[src/rtl/if_fetch_unit.sv]
// -----------------------------------------------------------------------------
// if_fetch_unit
//
// Instruction-fetch stage of a 5-stage MIPS pipeline. Owns the PC, issues one
// request at a time to a variable-latency instruction memory, buffers the
// returned word and offers it (or a nop bubble) to the IF/ID register.
// Branch/jump redirects from D take effect after the delay-slot instruction.
//
// Ports:
//   clk, reset           clock; synchronous active-high reset
//   stall                1 = IF/ID holds; 0 = IF/ID loads the F outputs this edge
//   redirect_en/_pc      D-stage taken branch/jump and its target
//   imem_req/_addr       one-cycle request pulse and byte address
//   imem_rvalid/_rdata   one-cycle response and instruction word
//   instr_f, pc_f        instruction (0 = nop) and its PC for IF/ID
//   valid_f              instr_f is a real fetched slot
//   exc_f                held slot is an address fault (instr_f forced to 0)
// -----------------------------------------------------------------------------
module if_fetch_unit #(
  parameter logic [31:0] RESET_PC   = 32'h0000_3000,
  parameter logic [31:0] IMEM_BYTES = 32'h0000_4000
) (
  input  logic        clk,
  input  logic        reset,
  input  logic        stall,
  input  logic        redirect_en,
  input  logic [31:0] redirect_pc,
  output logic        imem_req,
  output logic [31:0] imem_addr,
  input  logic        imem_rvalid,
  input  logic [31:0] imem_rdata,
  output logic [31:0] instr_f,
  output logic [31:0] pc_f,
  output logic        valid_f,
  output logic        exc_f
);

  typedef enum logic [1:0] {
    S_ISSUE = 2'd0,
    S_WAIT  = 2'd1,
    S_HOLD  = 2'd2
  } state_t;

  state_t      state, state_d;
  logic [31:0] pc_q;
  logic [31:0] buf_instr;
  logic [31:0] buf_pc;
  logic        buf_exc;
  logic [31:0] tgt_q;
  logic        tgt_valid;

  logic        pc_ok;
  logic        capture;
  logic        take_fault;
  logic        take_resp;
  logic        consume;

  // Subtracting only after the lower-bound test keeps the check correct for a
  // PC that wrapped past 2^32 or sits below RESET_PC.
  assign pc_ok = (pc_q[1:0] == 2'b00) && (pc_q >= RESET_PC) &&
                 ((pc_q - RESET_PC) < IMEM_BYTES);

  // A redirect is only real on the edge the branch leaves D; while stalled D
  // keeps presenting it.
  assign capture = redirect_en && !stall;

  // NOTE: every signal driven here gets a default first, so no path through
  // the case can leave one unassigned and infer a latch.
  always_comb begin
    state_d    = state;
    imem_req   = 1'b0;
    imem_addr  = pc_q;
    instr_f    = 32'h0;
    pc_f       = pc_q;
    valid_f    = 1'b0;
    exc_f      = 1'b0;
    take_fault = 1'b0;
    take_resp  = 1'b0;
    consume    = 1'b0;
    unique case (state)
      S_ISSUE: begin
        if (pc_ok) begin
          imem_req = 1'b1;
          state_d  = S_WAIT;
        end else begin
          // Bad PC never reaches memory; it becomes a faulting slot instead.
          take_fault = 1'b1;
          state_d    = S_HOLD;
        end
      end
      S_WAIT: begin
        if (imem_rvalid) begin
          take_resp = 1'b1;
          state_d   = S_HOLD;
        end
      end
      S_HOLD: begin
        instr_f = buf_instr;
        pc_f    = buf_pc;
        valid_f = 1'b1;
        exc_f   = buf_exc;
        if (!stall) begin
          consume = 1'b1;
          state_d = S_ISSUE;
        end
      end
      default: state_d = S_ISSUE;
    endcase
  end

  // NOTE: sequential state uses non-blocking assignments so every register
  // samples pre-edge values regardless of statement order.
  always_ff @(posedge clk) begin
    if (reset) state <= S_ISSUE;
    else       state <= state_d;
  end

  // NOTE: the slot buffer and target are ordinary registers, so they are
  // cleared on reset like the rest; the memory drops in-flight requests on
  // reset, so nothing stale can refill them afterwards.
  always_ff @(posedge clk) begin
    if (reset) begin
      pc_q      <= RESET_PC;
      buf_instr <= 32'h0;
      buf_pc    <= 32'h0;
      buf_exc   <= 1'b0;
      tgt_q     <= 32'h0;
      tgt_valid <= 1'b0;
    end else begin
      if (take_fault) begin
        buf_instr <= 32'h0;
        buf_pc    <= pc_q;
        buf_exc   <= 1'b1;
      end else if (take_resp) begin
        buf_instr <= imem_rdata;
        buf_pc    <= pc_q;
        buf_exc   <= 1'b0;
      end

      if (consume) begin
        // The slot leaving now is the delay slot when a redirect arrives on
        // the same edge, so the target applies immediately.
        if (capture)        pc_q <= redirect_pc;
        else if (tgt_valid) pc_q <= tgt_q;
        else                pc_q <= pc_q + 32'd4;
        tgt_valid <= 1'b0;
      end else if (capture) begin
        tgt_q     <= redirect_pc;
        tgt_valid <= 1'b1;
      end
    end
  end

endmodule

[config.mk]
export PLATFORM = sky130hd
export DESIGN_NAME = if_fetch_unit
export DESIGN_NICKNAME = d
export VERILOG_FILES = /design/src/rtl/if_fetch_unit.sv
export SDC_FILE = /design/constraint.sdc
export NUM_CORES = 1
export LEC_CHECK = 0
export CELL_PAD_IN_SITES_DETAIL_PLACEMENT = 0
export CELL_PAD_IN_SITES_GLOBAL_PLACEMENT = 1
export CORE_MARGIN = 2
export CORE_UTILIZATION = 38
export CTS_BUF_LIST = sky130_fd_sc_hd__clkbuf_8
export DETAILED_ROUTE_END_ITERATION = 7
export HOLD_SLACK_MARGIN = 0.12
export PLACE_DENSITY_LB_ADDON = 0.1
export SYNTH_ARGS = -nofsm -noshare
export SYNTH_HDL_FRONTEND = slang
export SYNTH_SLANG_ARGS = --single-unit
[constraint.sdc]
create_clock -name clk -period 2.65 [get_ports clk]
set_clock_uncertainty 0.2 [all_clocks]
set_input_delay 0.265 -clock clk [delete_from_list [all_inputs] [get_ports clk]]
set_output_delay 0.265 -clock clk [all_outputs]
set_load 0.005 [all_outputs]
* After elaboration in Yosys (flattened, before gate mapping)
Index checks and enable logic that the tools add are counted.
W data, S select, Z words.
** Storage, ports and cells
- Word-level logic and storage cells :: 49
- Input port bits :: 69
- Output and inout bits :: 99
- Register bits :: 132
** Operators by class
- Bitwise operators :: 1
- Reductions and logical operators :: 11
- Muxes and demuxes :: 22
- $add $sub $neg :: 2
- Order comparisons :: 2
- Eq/ne operators :: 4
** Operators with widths (count)
- $mux W32 :: 6
- $add A32 B3 Y32 const B :: 1
- $ge A32 B14 Y1 const B :: 1
- $lt A32 B15 Y1 const B :: 1
- $sub A32 B14 Y32 const B :: 1
- $mux W1 :: 12
- $mux W2 :: 3
- $pmux W2 S3 :: 1
- $logic_not A2 Y1 :: 2
- $ne A2 B2 Y1 const B :: 2
- $reduce_and A2 Y1 :: 2
- $reduce_or A2 Y1 :: 2
- $logic_and A1 B1 Y1 :: 3
- $eq A2 B1 Y1 const B :: 1
- $eq A2 B2 Y1 const B :: 1
- $reduce_bool A2 Y1 :: 1
- $logic_not A1 Y1 :: 1
- $not A1 Y1 :: 1

* Depth between registers and ports, before layout
Gate-level depths: netlist (run 1).
- Depth after elaboration :: 6
- Mapped depth :: 8
- Mapped depth without buffers :: 6

* Worst setup path before layout (run 1)
No wires, ideal clock.
- Path type :: register -> register
- From :: reg pc_q[18], in the netlist imem_addr[18]
- To :: reg buf_pc[17]
- Path slack :: 530 ps
- Period minus slack after synthesis :: 2120 ps
- Stages on the path, launching flop included :: 8
- Buffers on the path :: 2
- Arrival :: 1848 ps
- Data required time :: 2378 ps
- Cells stage by stage :: dfxtp_1 -> buf_2 -> nor4_2 -> and4b_1 -> nor4_4 -> a311oi_4 -> buf_6 -> mux2i_1
** Between the ends
- Word-level cells in the longest chain between the ends :: 6
** RTL lines
- from (decl) :: RTL line 45 : logic [31:0] pc_q;
- from (signal assigned) :: RTL line 143 : if (capture) pc_q <= redirect_pc;
- from (signal assigned) :: RTL line 144 : else if (tgt_valid) pc_q <= tgt_q;
- from (signal assigned) :: RTL line 145 : else pc_q <= pc_q + 32'd4;
- $sub A32 B14 Y32 / $ge A32 B14 Y1 (equally long branches) :: RTL line 61, 60
- $lt A32 B15 Y1 / $logic_and A1 B1 Y1 (equally long branches) :: RTL line 61, 60
- $logic_and A1 B1 Y1 (*) :: RTL line 60 : assign pc_ok = (pc_q[1:0] == 2'b00) && (pc_q >= RESET_PC) &&
- $mux W1 (*) :: RTL line 82 : if (pc_ok) begin
- $mux W1 (*) :: RTL line 80 : unique case (state)
- $mux W32 / $reduce_bool A2 Y1 (equally long branches)
- to (signal assigned) :: RTL line 132 : buf_pc <= pc_q;
- to (signal assigned) :: RTL line 136 : buf_pc <= pc_q;
- to (decl) :: RTL line 47 : logic [31:0] buf_pc;
Every way passes the cells marked *; elsewhere a longest branch is shown, timed or not.
A chain may end at the register's enable or synchronous reset.

* Worst setup path after layout (run 1)
- From :: reg state[0]
- To :: out pc_f[0]
** Between the ends
- Word-level cells in the longest chain between the ends :: 2
** RTL lines
- from (decl) :: RTL line 44 : state_t state, state_d;
- from (signal assigned) :: RTL line 115 : else state <= state_d;
- $eq A2 B2 Y1 :: RTL line 80
- $mux W32 :: RTL line 80
- to (decl) :: RTL line 33 : output logic [31:0] pc_f,
Every way passes these cells.

==> metrics.txt, run 1 <==
P&R area growth vs syn 37.3%; core footprint 17800 um^2; TritonCTS buffer count 17; Vias per Instance 5.48; CTS tree yes; DRC Markers 0; reg2reg setup slack 0.33 ns; P_leak 0.00374 uW; nets@finish 1062; Synth Flop Type dfxtp_1; CTS H-tree depth 4; fmax 393 MHz; Detail Route Antenna Nets 0; largest net degree at the start of global routing 79; most frequent cell after synthesis dfxtp_1; worst slack, placed 0.0678 ns; Hold Startpoint redirect_pc[12]; reg2reg end imem_addr[27]$_SDFFE_PP0P_; leading cell types by count after synthesis 132 x dfxtp_1, 125 x nand2_1, 64 x a21oi_1, 64 x mux2i_1, 61 x clkbuf_1; Routed WL 22100 um; clock-pin slew on the worst setup and hold paths 0.08 ns; die area 19100 um^2; max-cap violations 0; Post-Syn Nets 897; sequential fraction of the synthesis area 0.386; GR Util All Layers 0.226; final number of hold-violating endpoints 0; FP Rows 49; design area 9410 um^2; yosys warns 0; # IOs 168; DP Wirelength 16200 um; Setup violations, final 0; Worst EP arrival 2.08 ns; Worst R2R Start imem_addr[12]$_SDFFE_PP1P_; Initial Util 0.384; post-route setup slack 0.105 ns; CTS root buf clkbuf_8; fillcell total 1716; Period minus WS final 2.55 ns; CTS sink cnt 132; maximum fanout along the worst path 17; routability cong. 0.941; critical path class reg -> out; share of the synthesized area in the top cell type 0.386; Crit. End Element output pin; Post-Syn Area 6850 um^2; Slew Limit Headroom 0.456; DRT iter0 DRCs 405; PwrDens 600 nW/um^2; Final Cycle Share 0.961; die extent in x 138 um; Die Height 138 um; reg2reg path depth 6; Worst-Margin Slew 0.817 ns; first-pass GRT wire length 35000 um; quantity of I/O buffers inserted on ports 167; Avg Cell Area, Syn 8.30 um^2; worst hold path endpoint tgt_q[12]$_SDFFE_PP0P_; antenna violations before repair 0; VDD IR max 0.323 mV; RSZ-0062 raised after global routing no; Synth area leaders dfxtp_1 39%, mux2i_1 9.3%, nand2_1 6.8%; Hold Path Depth 3; via count 6758; largest area contributor in the netlist dfxtp_1; Slew Limit Fails 0; deepest clock path buffer count 2; Hold Path Class in -> reg; critical path data required time 2.18 ns; outcome completed; Yosys reg bits 132; Post-Syn Instances 826; EDFF count, synth 0; startpoint types register; layout cells sized above 1 0.128; GRT overflow 0; worst-skew pair later-pin latency 0.45 ns; Setup TNS 0 ns; Yosys cell types 60; number of global-route vias before repair 6480; 1st-pass router iterations 5; antenna diode count 0; placed cell area 8930 um^2; Avg WL per Cell 17.9 um; async set or reset register ratio after synthesis 0
## worst max path at each step
stage	from	end	slack [ns]	depth (start not counted)
6_report	state[0]$_SDFFE_PP0P_	pc_f[0]	0.10	4
5_1_grt	imem_addr[27]$_SDFFE_PP0P_	imem_req	0.008	6
4_1_cts	state[0]$_SDFFE_PP0P_	pc_f[0]	-0.05	4
3_5_place_dp	stall	imem_addr[15]$_SDFFE_PP0P_	0.07	7
3_3_place_gp	imem_addr[31]$_SDFFE_PP0P_	imem_req	0.19	6
2_1_floorplan	imem_addr[18]$_SDFFE_PP0P_	buf_pc[17]$_SDFFE_PP0P_	0.53	7
## layout by cell type, fill, tap and decap left out, drive strengths merged, types with 6 or more instances in the layout
cell type      instances
a211oi                11
a21oi                 64
a221oi                16
a311oi                 6
and2                   7
and3                  44
and4                   6
buf                   59
clkbuf                19
clkdlybuf4s50        165
dfxtp                132
inv                   12
mux2                  25
mux2i                 64
nand2                125
nand2b                36
nand3                 14
nand4                 10
nor2                  16
nor3                  43
nor4                  11
o21ai                 47
o31a                   8
## per-layer routing
metal | track usage | routed length [um] | up-vias | share of wire
met5 | 0 | 0 | - | 0
met4 | 0.0720 | 379 | 0 | 0.017
met3 | 0.0395 | 1010 | 28 | 0.045
met2 | 0.361 | 10200 | 213 | 0.46
met1 | 0.312 | 10500 | 3207 | 0.48
li1 | - | - | 3310 | -
## per-stage QoR
step,std cells,hold slack (ns),util,power (uW)
after CTS,1233,0.175,0.527,5680
after global placement,1200,0.240,0.501,3760
after floorplan,826,0.201,-,3080
after detailed placement,1200,0.245,0.501,3790
final,1233,0.189,0.528,5650
after global routing,1233,0.185,0.528,5900
## flip-flops by register name, summed over array words and instances (netlist names)
signal and flops:
buf_exc 1, imem_addr 32, buf_pc 32, buf_instr 32, tgt_q 32, tgt_valid 1
state 2
## cell type report
class | count | area [um^2] | area share
Multi-Input combinational cell | 603 | 3860 | 0.410
Clock inverter | 13 | 181 | 0.0193
Timing Repair Buffer | 226 | 2130 | 0.226
Tap cell | 229 | 287 | 0.0304
Clock buffer | 19 | 262 | 0.0278
Sequential cell | 132 | 2650 | 0.282
Inverter | 11 | 41.3 | 0.00439
## where the power goes
| part | total, uW | internal [uW] | leakage (uW) | switching [uW] |
|---|---|---|---|---|
| clock network | 1890 | 1070 | 0.000216 | 820 |
| registers | 2220 | 2110 | 0.00107 | 110 |
| logic | 1540 | 744 | 0.00245 | 792 |
| total | 5650 | 3920 | 0.00374 | 1720 |
## cells by family (layout without fill, tap and decap cells)
group,Yosys count,after routing,synth area share
simple gates,325,325,0.244
compound gates,186,186,0.176
flops,132,132,0.386
buf+inv,91,269,0.0553
mux,89,89,0.135
fa+ha+maj,2,2,0.00365
xor+xnor,1,1,0.00128
## worst max-delay path: stages, from the launching register on
cell             delay, ns
dfxtp_4               0.41
nand2b_4              0.16
buf_6                 0.21
mux2_2                0.36
clkdlybuf4s50_1       0.50
## timing repair
action                                 CTS  global route
setup buffers                            0             0
setup endpoints to repair               30            23
gates cloned                             0             0
gates resized for setup                  4             5
hold buffers                             1             0
endpoints found under the hold margin    1             0
Note: power is estimated with default switching activity, not from simulation.
==> run 2: changes to the inputs <==
--- a/config.mk
+++ b/config.mk
@@ -13,6 +13,7 @@
 export DETAILED_ROUTE_END_ITERATION = 7
 export HOLD_SLACK_MARGIN = 0.12
 export PLACE_DENSITY_LB_ADDON = 0.1
+export SKIP_LAST_GASP = 1
 export SYNTH_ARGS = -nofsm -noshare
 export SYNTH_HDL_FRONTEND = slang
 export SYNTH_SLANG_ARGS = --single-unit
==> results of run 2 <==
The final DEF is identical to that of run 1; final timing and power are the same.
